File: src/rtl/ptmch_spi_gen.sv
// ptmch_spi_gen: SPI mode-0 initiator issuing opcode + 0..3 argument byte frames.
// Optional read phase (8 extra SCK periods, MISO capture) under `define PTMCH_SPI_RD_EN.
module ptmch_spi_gen #(
  parameter int P_CLK_DIV  = 8,
  parameter int P_CS_SETUP = 4,
  parameter int P_CS_HOLD  = 4,
  parameter int P_CS_IDLE  = 8
) (
  input  logic        RESET_N,
  input  logic        CLK160M,
  input  logic        START,
  input  logic [7:0]  INST,
  input  logic [23:0] ARG,
  input  logic [1:0]  ARG_LEN,
`ifdef PTMCH_SPI_RD_EN
  input  logic        RD_REQ,
  input  logic        SPI_MISO,
  output logic [7:0]  RD_DATA,
`endif
  output logic        BUSY,
  output logic        DONE,
  output logic        SPI_CS,
  output logic        SPI_CLK,
  output logic        SPI_MOSI
);

  localparam logic [7:0] DIV_M1   = 8'(P_CLK_DIV - 1);
  localparam logic [7:0] SETUP_M1 = 8'(P_CS_SETUP - 1);
  localparam logic [7:0] HOLD_M1  = 8'(P_CS_HOLD - 1);
  localparam logic [7:0] IDLE_M1  = 8'(P_CS_IDLE - 1);

  typedef enum logic [2:0] {
    S_IDLE,
    S_SETUP,
    S_SHIFT,
    S_HOLD,
    S_GAP
  } state_t;

  state_t      state_q, state_d;
  logic [31:0] sr_q, sr_d;
  logic [5:0]  ntx_q, ntx_d;
  logic [5:0]  nbits_q, nbits_d;
  logic [5:0]  bit_q, bit_d;
  logic [7:0]  hcnt_q, hcnt_d;
  logic [7:0]  cnt_q, cnt_d;
  logic        cs_q, cs_d;
  logic        sck_q, sck_d;
  logic        mosi_q, mosi_d;
  logic        busy_q, busy_d;
  logic        done_q, done_d;
  logic [5:0]  tx_bits;
  logic [5:0]  rd_bits;

  assign tx_bits = 6'd8 + {1'b0, ARG_LEN, 3'b000};

`ifdef PTMCH_SPI_RD_EN
  logic       rd_q, rd_d;
  logic [7:0] rx_q, rx_d;
  logic [7:0] rdat_q, rdat_d;
  logic       miso_s1_q, miso_s2_q;

  assign rd_bits = RD_REQ ? 6'd8 : 6'd0;
  assign RD_DATA = rdat_q;
`else
  assign rd_bits = 6'd0;
`endif

  always_comb begin
    state_d = state_q;
    sr_d    = sr_q;
    ntx_d   = ntx_q;
    nbits_d = nbits_q;
    bit_d   = bit_q;
    hcnt_d  = hcnt_q;
    cnt_d   = cnt_q;
    cs_d    = cs_q;
    sck_d   = sck_q;
    mosi_d  = mosi_q;
    busy_d  = busy_q;
    done_d  = 1'b0;
`ifdef PTMCH_SPI_RD_EN
    rd_d    = rd_q;
    rx_d    = rx_q;
    rdat_d  = rdat_q;
`endif
    unique case (state_q)
      S_IDLE: begin
        if (START) begin
          sr_d    = {INST, ARG};
          ntx_d   = tx_bits;
          nbits_d = tx_bits + rd_bits;
          cs_d    = 1'b0;
          busy_d  = 1'b1;
          mosi_d  = INST[7];
          cnt_d   = 8'd0;
          state_d = S_SETUP;
`ifdef PTMCH_SPI_RD_EN
          rd_d    = RD_REQ;
`endif
        end
      end
      S_SETUP: begin
        if (cnt_q == SETUP_M1) begin
          hcnt_d  = 8'd0;
          bit_d   = 6'd0;
          state_d = S_SHIFT;
        end else begin
          cnt_d = cnt_q + 8'd1;
        end
      end
      S_SHIFT: begin
        if (hcnt_q == DIV_M1) begin
          hcnt_d = 8'd0;
          if (!sck_q) begin
            sck_d = 1'b1;
            bit_d = bit_q + 6'd1;
          end else begin
            sck_d = 1'b0;
            if (bit_q == nbits_q) begin
              cnt_d   = 8'd0;
              state_d = S_HOLD;
            end else begin
              // read-phase periods drive zero on MOSI
              sr_d   = {sr_q[30:0], 1'b0};
              mosi_d = (bit_q >= ntx_q) ? 1'b0 : sr_q[30];
            end
          end
        end else begin
          hcnt_d = hcnt_q + 8'd1;
        end
`ifdef PTMCH_SPI_RD_EN
        if (sck_q && (hcnt_q == DIV_M1) && (bit_q > ntx_q))
          rx_d = {rx_q[6:0], miso_s2_q};
`endif
      end
      S_HOLD: begin
        if (cnt_q == HOLD_M1) begin
          cs_d    = 1'b1;
          mosi_d  = 1'b0;
          cnt_d   = 8'd0;
          state_d = S_GAP;
        end else begin
          cnt_d = cnt_q + 8'd1;
        end
      end
      S_GAP: begin
        if (cnt_q == IDLE_M1) begin
          done_d  = 1'b1;
          busy_d  = 1'b0;
          state_d = S_IDLE;
`ifdef PTMCH_SPI_RD_EN
          if (rd_q)
            rdat_d = rx_q;
`endif
        end else begin
          cnt_d = cnt_q + 8'd1;
        end
      end
      default: state_d = S_IDLE;
    endcase
  end

  always_ff @(posedge CLK160M or negedge RESET_N) begin
    if (!RESET_N) begin
      state_q <= S_IDLE;
      sr_q    <= '0;
      ntx_q   <= '0;
      nbits_q <= '0;
      bit_q   <= '0;
      hcnt_q  <= '0;
      cnt_q   <= '0;
      cs_q    <= 1'b1;
      sck_q   <= 1'b0;
      mosi_q  <= 1'b0;
      busy_q  <= 1'b0;
      done_q  <= 1'b0;
    end else begin
      state_q <= state_d;
      sr_q    <= sr_d;
      ntx_q   <= ntx_d;
      nbits_q <= nbits_d;
      bit_q   <= bit_d;
      hcnt_q  <= hcnt_d;
      cnt_q   <= cnt_d;
      cs_q    <= cs_d;
      sck_q   <= sck_d;
      mosi_q  <= mosi_d;
      busy_q  <= busy_d;
      done_q  <= done_d;
    end
  end

`ifdef PTMCH_SPI_RD_EN
  always_ff @(posedge CLK160M or negedge RESET_N) begin
    if (!RESET_N) begin
      rd_q      <= 1'b0;
      rx_q      <= '0;
      rdat_q    <= '0;
      miso_s1_q <= 1'b0;
      miso_s2_q <= 1'b0;
    end else begin
      rd_q      <= rd_d;
      rx_q      <= rx_d;
      rdat_q    <= rdat_d;
      miso_s1_q <= SPI_MISO;
      miso_s2_q <= miso_s1_q;
    end
  end
`endif

  assign BUSY     = busy_q;
  assign DONE     = done_q;
  assign SPI_CS   = cs_q;
  assign SPI_CLK  = sck_q;
  assign SPI_MOSI = mosi_q;

endmodule

File: config.mk
export PLATFORM = sky130hd
export DESIGN_NAME = ptmch_spi_gen
export DESIGN_NICKNAME = d
export VERILOG_FILES = /design/src/rtl/ptmch_spi_gen.sv
export SDC_FILE = /design/constraint.sdc
export NUM_CORES = 1
export LEC_CHECK = 0
export CORE_ASPECT_RATIO = 0.5
export CORE_MARGIN = 2
export CORE_UTILIZATION = 40
export DETAILED_ROUTE_END_ITERATION = 7
export GPL_TIMING_DRIVEN = 0
export SLEW_MARGIN = 20
export SYNTH_ARGS = -nofsm -noshare
export SYNTH_HDL_FRONTEND = slang
export SYNTH_SLANG_ARGS = --single-unit
File: constraint.sdc
create_clock -name CLK160M -period 6.83 [get_ports CLK160M]
set_clock_uncertainty 0.2 [all_clocks]
set_input_delay 1.366 -clock CLK160M [delete_from_list [all_inputs] [get_ports CLK160M]]
set_output_delay 1.366 -clock CLK160M [all_outputs]
set_load 0.05 [all_outputs]
==> results of run 1 <==
cells by family (layout without fill, tap and decap cells):
kind of cell / count (synthesis) / in the layout
compound gates: 87 / 87
xor+xnor: 4 / 4
fa+ha+maj: 8 / 8
buf+inv: 30 / 88
flops: 64 / 64
mux: 2 / 2
simple gates: 179 / 179
metrics by stage:
step,std cells,hold slack (ps),util (%),instance area (um^2),worst slack [ps]
finish,544,294,51.7,4110,3610
global route,544,316,51.7,4110,3570
CTS,544,300,51.7,4110,3590
detailed placement,528,294,48.2,3830,3350
global placement,527,283,47.9,3800,2080
floorplan,374,249,-,3250,4100
registers in the layout (all words and copies together), names as in the netlist, 3 cells and up:
register / flops
hcnt_q: 8
sr_q: 31
state_q: 3
nbits_q: 3
bit_q: 6
cnt_q: 8
power by group through the flow:
stage          clock network, uW  logic, uW  registers [uW]
2_1_floorplan                  0      0.524             386
3_3_place_gp                   0       29.1             386
3_5_place_dp                   0       31.5             386
4_1_cts                      453       31.6             379
5_1_grt                      469       33.4             379
6_report                     441       30.8             380
how the worst min path moves through the flow:
stage	start	slack (ps)	cells past startpoint	to
2_1_floorplan	bit_q[5]	250	1	bit_q[5]
3_3_place_gp	bit_q[5]	280	1	bit_q[5]
3_5_place_dp	bit_q[5]	290	1	bit_q[5]
4_1_cts	bit_q[5]	300	1	bit_q[5]
5_1_grt	SPI_CS	320	2	SPI_CS
6_report	bit_q[5]	290	1	bit_q[5]
layout by cell type, fill, tap and decap left out, types with 9 or more instances in the layout:
master / synthesis / final
o21ai_0: 26 / 26
and3_1: 10 / 10
nor2_1: 43 / 43
clkbuf_16: 0 / 9
clkbuf_1: 13 / 16
nand3_1: 12 / 12
inv_1: 11 / 11
clkdlybuf4s50_1: 0 / 40
dfrtp_1: 63 / 63
nand2_1: 83 / 83
a31oi_1: 32 / 32
cell type report:
type	count	area [um^2]	area share [%]
Inverter	11	41.3	1.01
Tap cell	112	140	3.41
Timing Repair Buffer	42	435	10.6
Sequential cell	64	1600	39.0
Clock inverter	4	45.0	1.10
Clock buffer	12	236	5.76
Multi-Input combinational cell	280	1520	37.0
Buffer	19	85.1	2.07
layer usage:
layer,up-vias,routed length [um],global-route usage [%]
li1,1423,-,-
met4,0,44,6.66
met5,-,0,0
met2,69,3770,32.1
met3,6,349,5.63
met1,1418,3620,23.4
==> flow_summary.toml, run 1 <==
[yosys]
yosysWarnings = 0
ys_ff_latch = 64
netlist_area_um2 = 3250
syn_inst = 374
synthTopCellsByArea = "dfrtp_1 (48%), nand2_1 (9.6%), a31oi_1 (6.2%)"
synthArstFlopShare_pct = 100
synth_mux_area_share_pct = 0.693
synth_edf_count = 0
yosys.area_share.simple_pct = 24.8
ys.flop_type = "dfrtp_1"
yosysMostFrequentCell = "nand2_1"
ys_top_cells_by_count = "nand2_1 (83), dfrtp_1 (63), nor2_1 (43), a31oi_1 (32), o21ai_0 (26)"
synth_compound_area_share_pct = 17.1
syn_nets = 419
synth_top_family_by_area = "simple AND/OR/NAND/NOR gates"
synth_fa_ha_area_share_pct = 3.08
yosysTopAreaCell = "dfrtp_1"
synthXorXnorAreaFrac_pct = 1.08
synth-seq-area-share_pct = 49.3
synthDistinctLibCells = 46
synth_top_area_share_pct = 48.5
avgSynthCellArea_um2 = 8.69

[clock_network]
cts_tree = "built"
cts_resized = 0
cts_inserted_buffers = 9
clk_pin_slew_ps = 50
postCtsSetupBuffers = 0
cts_hold_buf = 0
cts_root_buf = "clkbuf_16"
clkLatencyLatePin_ps = 320
clockBufferDepth = 2
htreeDepth = 3
clock_sinks = 64

[floorplanning]
die_h_um = 67.7
ioPinCount = 42
fp-row-count = 23
start_util_pct = 40.9
die_w_um = 131
core_area_um2 = 7940
dieArea_um2 = 8910

[sta]
worst_pin_slew_ps = 967
setup_viol = 0
maxSlewViolCount = 0
hold_viol_final = 0
relSlewSlack_pct = 35.4
period_share_pct = 47.1
rsz0062_at_grt = "false"
setup_tns_ps = 0
max_freq_mhz = 311
fin_crit_ps = 3220

[place]
port_buffers = 41
hpwl_um = 5530
globalplace.congestion = 0.871

[route]
totalWireLength_um = 7780
drt_iter0_drc = 181
drt_first_pass_iters = 4
dr_total_vias = 2916
routedWlPerCell_um = 14.3
vias_per_cell = 5.36
drc = 0
drtAntennaViolNets = 0

[critical_path]
worstPathCellList = "clkdlybuf4s50_1"
cp.arrival_ps = 1650
slowest_stage = "clkdlybuf4s50_1"
criticalPathCategory = "flip-flop to primary output"
cp_top_family = "buffers and inverters"
cp_slowest_stage_delay_ps = 800
critPathCaptureType = "primary output"
reg2reg_slack_ps = 4010
crit_cells = 1
worst-path-buf-inv = 1
worstPathMaxFanout = 2
crit_required_ps = 5260
r2r_start = "cnt_q[0]"
reg2reg_depth = 6
r2r-end = "cnt_q[5]"
endpoint = "SPI_CS"
cp-start-kind = "flip-flop"
worstSetupStartpoint = "SPI_CS"

[grt]
first_global_vias = 2771
grt_max_degree = 54
gr-total-overflow = 0
track_usage_pct = 18.8
grt_antenna_before_repair = 0
grt_pass1_wl_um = 13200

[worst_hold_path]
hp-class = "flip-flop to flip-flop"

[finish]
fillers = 754
areaGrowthSynthToFinish_pct = 26.4
drive_gt1_share_pct = 6.94
antenna_cells = 0
final_nets = 472

[pwr]
leakagePower_uw = 0.00182
seqPwrFrac_pct = 44.6
p_clk_share_pct = 51.8
p_int_uw = 680
pwr-share-comb_pct = 3.6
power_uw = 851
powerDensity_nw_per_um2 = 207
p_sw_share_pct = 20.1
switchingPower_uw = 171
vdd_drop_max_mv = 0.143

[flow_run]
drv_cap = 0

[run_status]
status = "finished clean"
Note: power is estimated with default switching activity, not from simulation.
==> run 2, diff against run 1 <==
==> constraint.sdc (replaced) <==
create_clock -name CLK160M -period 3 [get_ports CLK160M]
set_clock_uncertainty 0.2 [all_clocks]
set_input_delay 0.6 -clock CLK160M [delete_from_list [all_inputs] [get_ports CLK160M]]
set_output_delay 0.6 -clock CLK160M [all_outputs]
set_load 0.05 [all_outputs]
==> flow_summary.toml, run 2 (synthesized netlist as in run 1, its figures left out) <==
[run_status]
status = "finished clean"

[floorplanning]
dieArea_um2 = 8910
die_w_um = 131
fp-row-count = 23
die_h_um = 67.7
core_area_um2 = 7940
start_util_pct = 40.9
ioPinCount = 42

[sta]
setup_viol = 0
maxSlewViolCount = 0
rsz0062_at_grt = "false"
max_freq_mhz = 367
relSlewSlack_pct = 35.9
hold_viol_final = 0
period_share_pct = 90.9
worst_pin_slew_ps = 960
setup_tns_ps = 0
fin_crit_ps = 2730

[critical_path]
r2r_start = "hcnt_q[0]"
reg2reg_depth = 7
criticalPathCategory = "flip-flop to flip-flop"
r2r-end = "sr_q[28]"
crit_required_ps = 3040
endpoint = "sr_q[28]"
worstPathMaxFanout = 10
cp-start-kind = "flip-flop"
cp.arrival_ps = 2770
critPathCaptureType = "flip-flop"
worstSetupStartpoint = "hcnt_q[0]"
reg2reg_slack_ps = 270

[place]
hpwl_um = 5530
place_area_um2 = 3830
globalplace.congestion = 0.871
port_buffers = 41

[route]
routedWlPerCell_um = 14.4
drtAntennaViolNets = 0
drt_first_pass_iters = 4
drt_iter0_drc = 198
vias_per_cell = 5.34
drc = 0
totalWireLength_um = 7840
dr_total_vias = 2910

[finish]
largest_reg_flops = 31
final_common_cell = "nand2_1"
reg.largest.list = "sr_q (31), cnt_q (8), hcnt_q (8)"
regMostFlops = "sr_q"
layout_common_cells = "nand2_1 (83), dfrtp_1 (63), nor2_1 (43)"
drive_gt1_share_pct = 7.16
antenna_cells = 0
areaGrowthSynthToFinish_pct = 26.8
fin_area_um2 = 4120
final_util_pct = 51.9
final_nets = 473

[clock_network]
clk_pin_slew_ps = 50
clockBufferDepth = 2
cts_tree = "built"
cts_root_buf = "clkbuf_16"
clkLatencyLatePin_ps = 330
clock_sinks = 64
htreeDepth = 3
cts_inserted_buffers = 9

[pwr]
leakagePower_uw = 0.00183
vdd_drop_max_mv = 0.332
powerDensity_nw_per_um2 = 472

[grt]
first_global_vias = 2776
track_usage_pct = 18.9
grt_antenna_before_repair = 0
grt_max_degree = 54
gr-total-overflow = 0
grt_pass1_wl_um = 13200

[flow_run]
drv_cap = 0

[worst_hold_path]
hp-class = "flip-flop to flip-flop"
[run 2: changes by cell type in the layout (fill, tap and decap cells not counted)]
cell | previous run | this run
a22oi_2 | 0 | 1
a22oi_1 | 1 | 0
dlygate4sd3_1 | 0 | 1
[run 2: stage by stage]
step / cells / hold WS [ps] / setup WS [ps] / total power (uW)
2_1_floorplan: 374 / 104 / 563 / 880
3_3_place_gp: 527 / 283 / -982 / 945
3_5_place_dp: 528 / 256 / 190 / 951
4_1_cts: 545 / 300 / 171 / 1970
5_1_grt: 545 / 316 / 88.7 / 2010
6_report: 545 / 294 / 272 / 1940
[run 2: cell type report]
class	instances	area (um^2)
clock inverter	4	45.0
tap	112	140
sequential	64	1600
multi-input combinational	280	1530
clock buffer	12	236
inverter	11	41.3
buffer	19	85.1
timing repair buffer	43	445
fill	752	3820
[run 2: timing repair]
action,4_1_cts,5_1_grt
endpoints found under the setup margin,0,2
buffers inserted,0,0
hold buffers,1,0
endpoints found under the hold margin,11,0
gates resized for setup,0,1
[run 2: layer usage]
| metal | global-route usage [%] | wire length (um) | share of wire [%] | vias to the layer above |
|---|---|---|---|---|
| met4 | 6.66 | 95 | 1.2 | 0 |
| met3 | 5.63 | 276 | 3.5 | 10 |
| met5 | 0 | 0 | 0 | - |
| met2 | 32.1 | 3710 | 47 | 51 |
| met1 | 23.5 | 3760 | 48 | 1421 |
| li1 | - | - | - | 1428 |
[run 2: worst max-delay path, cell delays in order (launching register included)]
cell,delay (ps)
dfrtp_1,380
ha_1,240
nand4bb_1,220
or3_4,460
a211oi_2,490
clkbuf_1,410
nor2_1,80
a31oi_1,170
[run 2: how the worst min path moves through the flow]
| stage | from | to | depth (start not counted) |
|---|---|---|---|
| 3_5_place_dp | RESET_N | sr_q[18] | 1 |
| 6_report | bit_q[5] | bit_q[5] | 1 |
| 2_1_floorplan | RESET_N | BUSY | 0 |
| 3_3_place_gp | bit_q[5] | bit_q[5] | 1 |
| 5_1_grt | SPI_CS | SPI_CS | 2 |
| 4_1_cts | bit_q[5] | bit_q[5] | 1 |
[run 2: power breakdown]
group	internal, uW	switching (uW)	leakage (uW)
clock	639	370	0.000140
sequential	864	0	0.000695
combinational	45.9	25.1	0.000994
